**src/rtl/beat_sequencer.sv**
```systemverilog
// rtl/beat_sequencer.sv - beat/phase timing generator with console run control and cycle counter
module beat_sequencer #(
    parameter int PHASES = 3,
    parameter int CNT_W  = 8
) (
    input  logic             CLK,
    input  logic             CLR,
    input  logic             START,
    input  logic             STEP_MODE,
    input  logic             SHORT,
    input  logic             LONG,
    input  logic             STOP,
    output logic [2:0]       W,
    output logic             T1,
    output logic             T2,
    output logic             T3,
    output logic             RUN,
    output logic [CNT_W-1:0] CYC_CNT
);

    localparam int             PH_W    = (PHASES > 2) ? $clog2(PHASES) : 2;
    localparam logic [PH_W-1:0] PH_LAST = PH_W'(PHASES - 1);

    typedef enum logic [1:0] {
        HALT = 2'd0,
        B1   = 2'd1,
        B2   = 2'd2,
        B3   = 2'd3
    } state_t;

    state_t          state;
    state_t          state_nx;
    logic [PH_W-1:0] ph;
    logic [PH_W-1:0] ph_nx;
    logic            cnt_inc;
    logic            eoc;
    logic            ph_last;

    logic            start_s1;
    logic            start_s2;
    logic            start_s2_d;
    logic            start_edge;

    // START synchronizer plus registered rising-edge pulse
    always_ff @(posedge CLK or negedge CLR) begin
        if (!CLR) begin
            start_s1   <= 1'b0;
            start_s2   <= 1'b0;
            start_s2_d <= 1'b0;
            start_edge <= 1'b0;
        end else begin
            start_s1   <= START;
            start_s2   <= start_s1;
            start_s2_d <= start_s2;
            start_edge <= start_s2 & ~start_s2_d;
        end
    end

    // State, phase counter and completed-cycle counter
    always_ff @(posedge CLK or negedge CLR) begin
        if (!CLR) begin
            state   <= HALT;
            ph      <= '0;
            CYC_CNT <= '0;
        end else begin
            state <= state_nx;
            ph    <= ph_nx;
            if (cnt_inc) begin
                CYC_CNT <= CYC_CNT + 1'b1;
            end
        end
    end

    // Next-state decision at the last phase of each beat, and beat/phase decode
    always_comb begin
        state_nx = state;
        ph_nx    = ph;
        cnt_inc  = 1'b0;
        eoc      = 1'b0;
        ph_last  = (ph == PH_LAST);
        RUN      = 1'b0;
        W        = 3'b001;
        T1       = 1'b0;
        T2       = 1'b0;
        T3       = 1'b0;

        case (state)
            HALT: begin
                ph_nx = '0;
                if (start_edge) begin
                    state_nx = B1;
                end
            end
            default: begin
                RUN = 1'b1;
                if (!ph_last) begin
                    ph_nx = ph + 1'b1;
                end else begin
                    ph_nx = '0;
                    case (state)
                        B1:      eoc = SHORT;
                        B2:      eoc = ~LONG;
                        default: eoc = 1'b1;
                    endcase
                    if (STOP) begin
                        // forced end of cycle: still counts as a completed cycle
                        cnt_inc  = 1'b1;
                        state_nx = HALT;
                    end else if (eoc) begin
                        cnt_inc  = 1'b1;
                        state_nx = STEP_MODE ? HALT : B1;
                    end else begin
                        state_nx = (state == B1) ? B2 : B3;
                    end
                end
            end
        endcase

        case (state)
            B2:      W = 3'b010;
            B3:      W = 3'b100;
            default: W = 3'b001;
        endcase

        if (RUN) begin
            T1 = (ph == '0);
            T3 = ph_last;
            T2 = (ph != '0) && !ph_last;
        end
    end

endmodule

```
**config.mk**
```make
export PLATFORM = sky130hd
export DESIGN_NAME = beat_sequencer
export DESIGN_NICKNAME = d
export VERILOG_FILES = /design/src/rtl/beat_sequencer.sv
export SDC_FILE = /design/constraint.sdc
export NUM_CORES = 1
export LEC_CHECK = 0
export BUFFER_PORTS_ARGS = -buffer_cell sky130_fd_sc_hd__clkbuf_2
export CORE_MARGIN = 4
export CORE_UTILIZATION = 47
export CTS_BUF_LIST = sky130_fd_sc_hd__clkbuf_8
export DETAILED_ROUTE_END_ITERATION = 10
export GPL_TIMING_DRIVEN = 0
export PLACE_DENSITY = 0.81
export REMOVE_ABC_BUFFERS = 1
export SLEW_MARGIN = 20
export SYNTH_ARGS = -nofsm -noshare
export SYNTH_HDL_FRONTEND = slang
export SYNTH_SLANG_ARGS = --single-unit
```
**constraint.sdc**
```tcl
create_clock -name CLK -period 2.03 [get_ports CLK]
set_clock_uncertainty 0.2 [all_clocks]
set_input_delay 0.1015 -clock CLK [delete_from_list [all_inputs] [get_ports CLK]]
set_output_delay 0.1015 -clock CLK [all_outputs]
set_load 0.02 [all_outputs]
```
# == After elaboration in Yosys (flattened, before gate mapping) ==
# Cells that the tools add are included.
# totals
reg_bits,16
out_inout_bits,15
word_cells,45
# classes
addsub,2
eq_ne,5
n_mux,21
n_bitwise,3
reduce_logical,7
# op_table
cell,count
2-to-1 mux 2 bit,7
2-to-1 mux 1 bit,12
"adder 8 x 1 -> 8 bit, second input constant",1
"== test 2 bit, second input constant",3
one-hot mux 3 bit (2 select lines),1
zero test 2 bit,2
nonzero test 2 bit,2
"adder 2 x 1 -> 2 bit, second input constant",1
"== test 2 x 1 -> 1 bit, second input constant",1
"inequality test 2 bit, second input constant",1
NOT 1 bit,2
one-hot mux 1 bit (2 select lines),1
AND reduction 2 bit,1
AND 1 bit,1
logical AND 1 bit,1
zero test 1 bit,1

# == Longest topological paths before layout ==
# logic_depth
ltp_word,8
mapped_depth,7
ltp_nobuf,6

# == Worst setup path after synthesis ==
# No wires, ideal clock.
# synth_path
path_kind,reg-to-reg
start,register state[0]
end,register CYC_CNT[1]
arrival_time_ps,1711
required_ps,1702
path_slack_ps,-9
stages_incl_launch_ff,7
path_buffers,1
period_less_slack_ps,2039
cell_sequence,dfrtp_1 -> inv_1 -> ha_1 -> or3b_1 -> buf_6 -> a31oi_4 -> mux2_1
# synth_between
elab_chain_len,8
# synth_lines
item,line,text
from (decl),31,state_t state;
from (signal assigned),66,state <= state_nx;
== test 2 bit or == test 2 x 1 -> 1 bit (tied branches),100,case (state)
one-hot mux 1 bit (2 select lines),100,
2-to-1 mux 1 bit,96,if (!ph_last) begin
2-to-1 mux 1 bit,87,case (state)
2-to-1 mux 1 bit,109,end else if (eoc) begin
2-to-1 mux 1 bit,105,if (STOP) begin
2-to-1 mux 1 bit,96,
2-to-1 mux 1 bit (*),87,
to (signal assigned),69,CYC_CNT <= CYC_CNT + 1'b1;
to (decl),18,output logic [CNT_W-1:0] CYC_CNT
# Mark *: on every way between the ends. The rest lies on a longest branch, timed or not. The select of a mux whose other input is x is not followed.
# A chain may end at the register's enable or synchronous reset.

# == Worst setup path in the final report ==
# layout_path
start,register state[0]
end,register CYC_CNT[7]
# Same word-level chain as after synthesis.

==> summary.md <==
| Metric | Value |
|---|---|
| Run status | `finished, final reports clean` |
| Remaining global-route overflow | `0` |
| R2R Path End | `CYC_CNT[7]` |
| Port bufs | `21` |
| Final Hold Fails | `0` |
| Layout Cells excl Fill | `111` |
| Peak VDD IR | `0.656 mV` |
| Global route hottest layer | `met2` |
| CP required | `1960 ps` |
| Max cap viols | `0` |
| Hold path cells | `4` |
| Detailed Route WL | `1470 µm` |
| Die area | `2320 µm²` |
| Flop-to-flop setup slack | `20 ps` |
| Hold_sp | `STEP_MODE` |
| Mapped Cells | `63` |
| Setup violators final | `0` |
| Avg Cell Area, Syn | `12.1 µm²` |
| P_leak | `0.508 nW` |
| Worst-path fanout max | `4` |
| Die width | `48.2 µm` |
| Inst Count DP | `99` |
| Post-synthesis cell type count | `25` |
| Post-synthesis sequential area ratio | `52.7%` |
| Largest net degree at the start of global routing | `17` |
| Met2 Use GR | `22.4%` |
| Wirelength per Cell | `13.2 µm` |
| Initial antenna violation count | `0` |
| Layout net count | `109` |
| Core Region | `1520 µm²` |
| Initial Util | `49.8%` |
| DRT antenna net count | `0` |
| Via-to-Cell Ratio | `5.10` |
| Clock-pin slew on the worst setup and hold paths | `60 ps` |
| Core Rows | `14` |
| Htree depth | `1` |
| Cell Pwr Density | `1350 nW/µm²` |
| Ant. Diodes | `0` |
| RSZ-0062 raised after global routing | `true` |
| Slew at the pin closest to its max-slew limit | `386 ps` |
| Die Y | `48.2 µm` |
| Final Wtd Congestion | `0.722` |
| Worst Hold Class | `in2reg` |
| Worst rel slew slack | `74.3%` |
| Final worst-path cycle share | `99.1%` |
| Worst skew pair latency | `250 ps` |
| Critical Path Source Type | `register` |
| Worst hold endpoint | `state[0]` |
| Detailed Routing Iterations Pass 1 | `4` |
| GRT Util Overall | `14.3%` |
| Initial DRC count | `6` |
| Max Clock Freq | `497 MHz` |
| Met3 GRT Util | `4.43%` |
| Total power | `1.40 mW` |
| Post-Syn Area | `759 µm²` |
| Num CTS Buffers | `3` |
| Layout Area Growth over Synthesis | `36.7%` |
| Top Ports | `22` |
| Worst path arrival time | `1940 ps` |
| TritonCTS Sinks | `16` |
| Worst r2r path cells | `6` |
| DRC violations left | `0` |
| CP endpoint kind | `register` |
| Final Max Slew Viols | `0` |
| R2r startpoint | `state[0]` |
| Synth Warn # | `0` |
| Via count | `566` |
| Vias in the first global route | `538` |
| Share of cells above drive strength 1 | `41.1%` |
| CTS Buffer Depth | `2` |
| FF+latch count, synth | `16` |
| Fin crit period | `2010 ps` |
| Root Driver | `clkbuf_8` |
| Met1 usage | `17.3%` |
| First-pass GRT wire length | `2210 µm` |
| Setup CP Type | `reg2reg` |
| CTS tree | `built` |
| Hpwl dp | `1010 µm` |
==> worst max-delay path, stage by stage, from the launching register on <==
cell and delay (ps):
dfrtp_1 390, inv_2 80, ha_4 160, or3b_4 440
a311oi_4 360, nand2_1 120, xnor2_1 140
==> cells in the mapped netlist (all sizes together) <==
master,number,area [µm²]
and2b,1,8.76
nand2b,1,6.26
inv,6,22.5
nor2b,1,6.26
xnor2,6,52.6
nand3,5,25.0
nor2,1,3.75
nand2,3,11.3
buf,1,11.3
a21o,1,7.51
xor2,1,8.76
and4,1,8.76
a21oi,1,5.00
a31oi,3,33.8
nand4,2,12.5
dfrtp,16,400
nor3,1,5.00
o31ai,1,7.51
nor3b,1,7.51
ha,6,75.1
or3b,1,8.76
mux2,1,11.3
a311oi,1,15.0
o21ai,1,5.00
==> metal layers <==
metal	share of wire, %	wire [µm]	vias up
met2	46	668	21
met1	44	651	261
li1	-	-	279
met3	7.6	111	5
met4	2.3	34	0
met5	0	0	-
==> how the worst max path moves through the flow <==
stage | startpoint | end | slack, ps | depth (start not counted)
final | state[0] | CYC_CNT[7] | 20 | 6
after global placement | state[1] | CYC_CNT[1] | -120 | 5
after global routing | state[0] | CYC_CNT[7] | -90 | 6
after floorplan | state[0] | CYC_CNT[1] | -10 | 5
after detailed placement | state[1] | CYC_CNT[6] | -180 | 6
after CTS | state[0] | CYC_CNT[6] | 2 | 6
==> registers in the layout (all words and copies together), names as in the netlist <==
name,flops
start_s2_d,1
start_s1,1
state,2
start_s2,1
CYC_CNT,8
ph,2
start_edge,1
==> layout make-up <==
| class | instances | area [µm²] |
|---|---|---|
| clock buffer | 4 | 55.1 |
| sequential | 16 | 400 |
| multi-input combinational | 40 | 365 |
| fill | 126 | 485 |
| timing repair buffer | 29 | 175 |
| tap | 16 | 20.0 |
| inverter | 6 | 22.5 |
==> stage by stage <==
| step | hold slack (ps) | setup TNS, ps | setup slack, ps | area [µm²] | util (%) |
|---|---|---|---|---|---|
| 2_1_floorplan | -394 | -10.0 | -10.0 | 748 | - |
| 3_3_place_gp | -167 | -518 | -121 | 873 | 57.3 |
| 3_5_place_dp | -163 | -986 | -182 | 873 | 57.3 |
| 4_1_cts | 8.70 | 0 | 1.61 | 990 | 64.9 |
| 5_1_grt | 57.8 | -207 | -86.8 | 1040 | 68.1 |
| 6_report | 18.5 | 0 | 19.0 | 1040 | 68.1 |
==> cell families after synthesis <==
kind of cell,share of synthesized area [%]
multiplexers,1.48
AND/OR/NAND/NOR,13.7
XOR/XNOR,8.07
flip-flops,52.7
adder cells (fa/ha/maj),9.88
buffers and inverters,4.45
AO/OA/AOI/OAI,9.72
==> report_power, final <==
part           internal, mW  switching, mW
sequential            0.396         0.0860
clock                 0.172          0.105
combinational         0.279          0.362
total                 0.847          0.553
==> repair_timing <==
item | 4_1_cts | 5_1_grt
endpoints found under the hold margin | 18 | 0
setup buffers | 2 | 3
pin swaps | 1 | 7
resized for setup | 3 | 7
setup endpoints to repair | 8 | 6
hold buffers | 3 | 0
==> placed cells by master, fill, tap and decap left out, drive strengths merged <==
cell type / instances
o21ai: 1
a31oi: 3
and4: 1
dlygate4sd3: 3
dfrtp: 16
nor2b: 1
a21oi: 1
ha: 6
nor3b: 1
or3b: 1
o31ai: 1
buf: 6
xnor2: 6
nand3: 5
nand2b: 1
xor2: 1
clkbuf: 24
nor3: 1
nand2: 3
a311oi: 1
mux2: 1
nor2: 1
and2b: 1
a21o: 1
nand4: 2
inv: 6
Power figures use the tool's default switching activity.
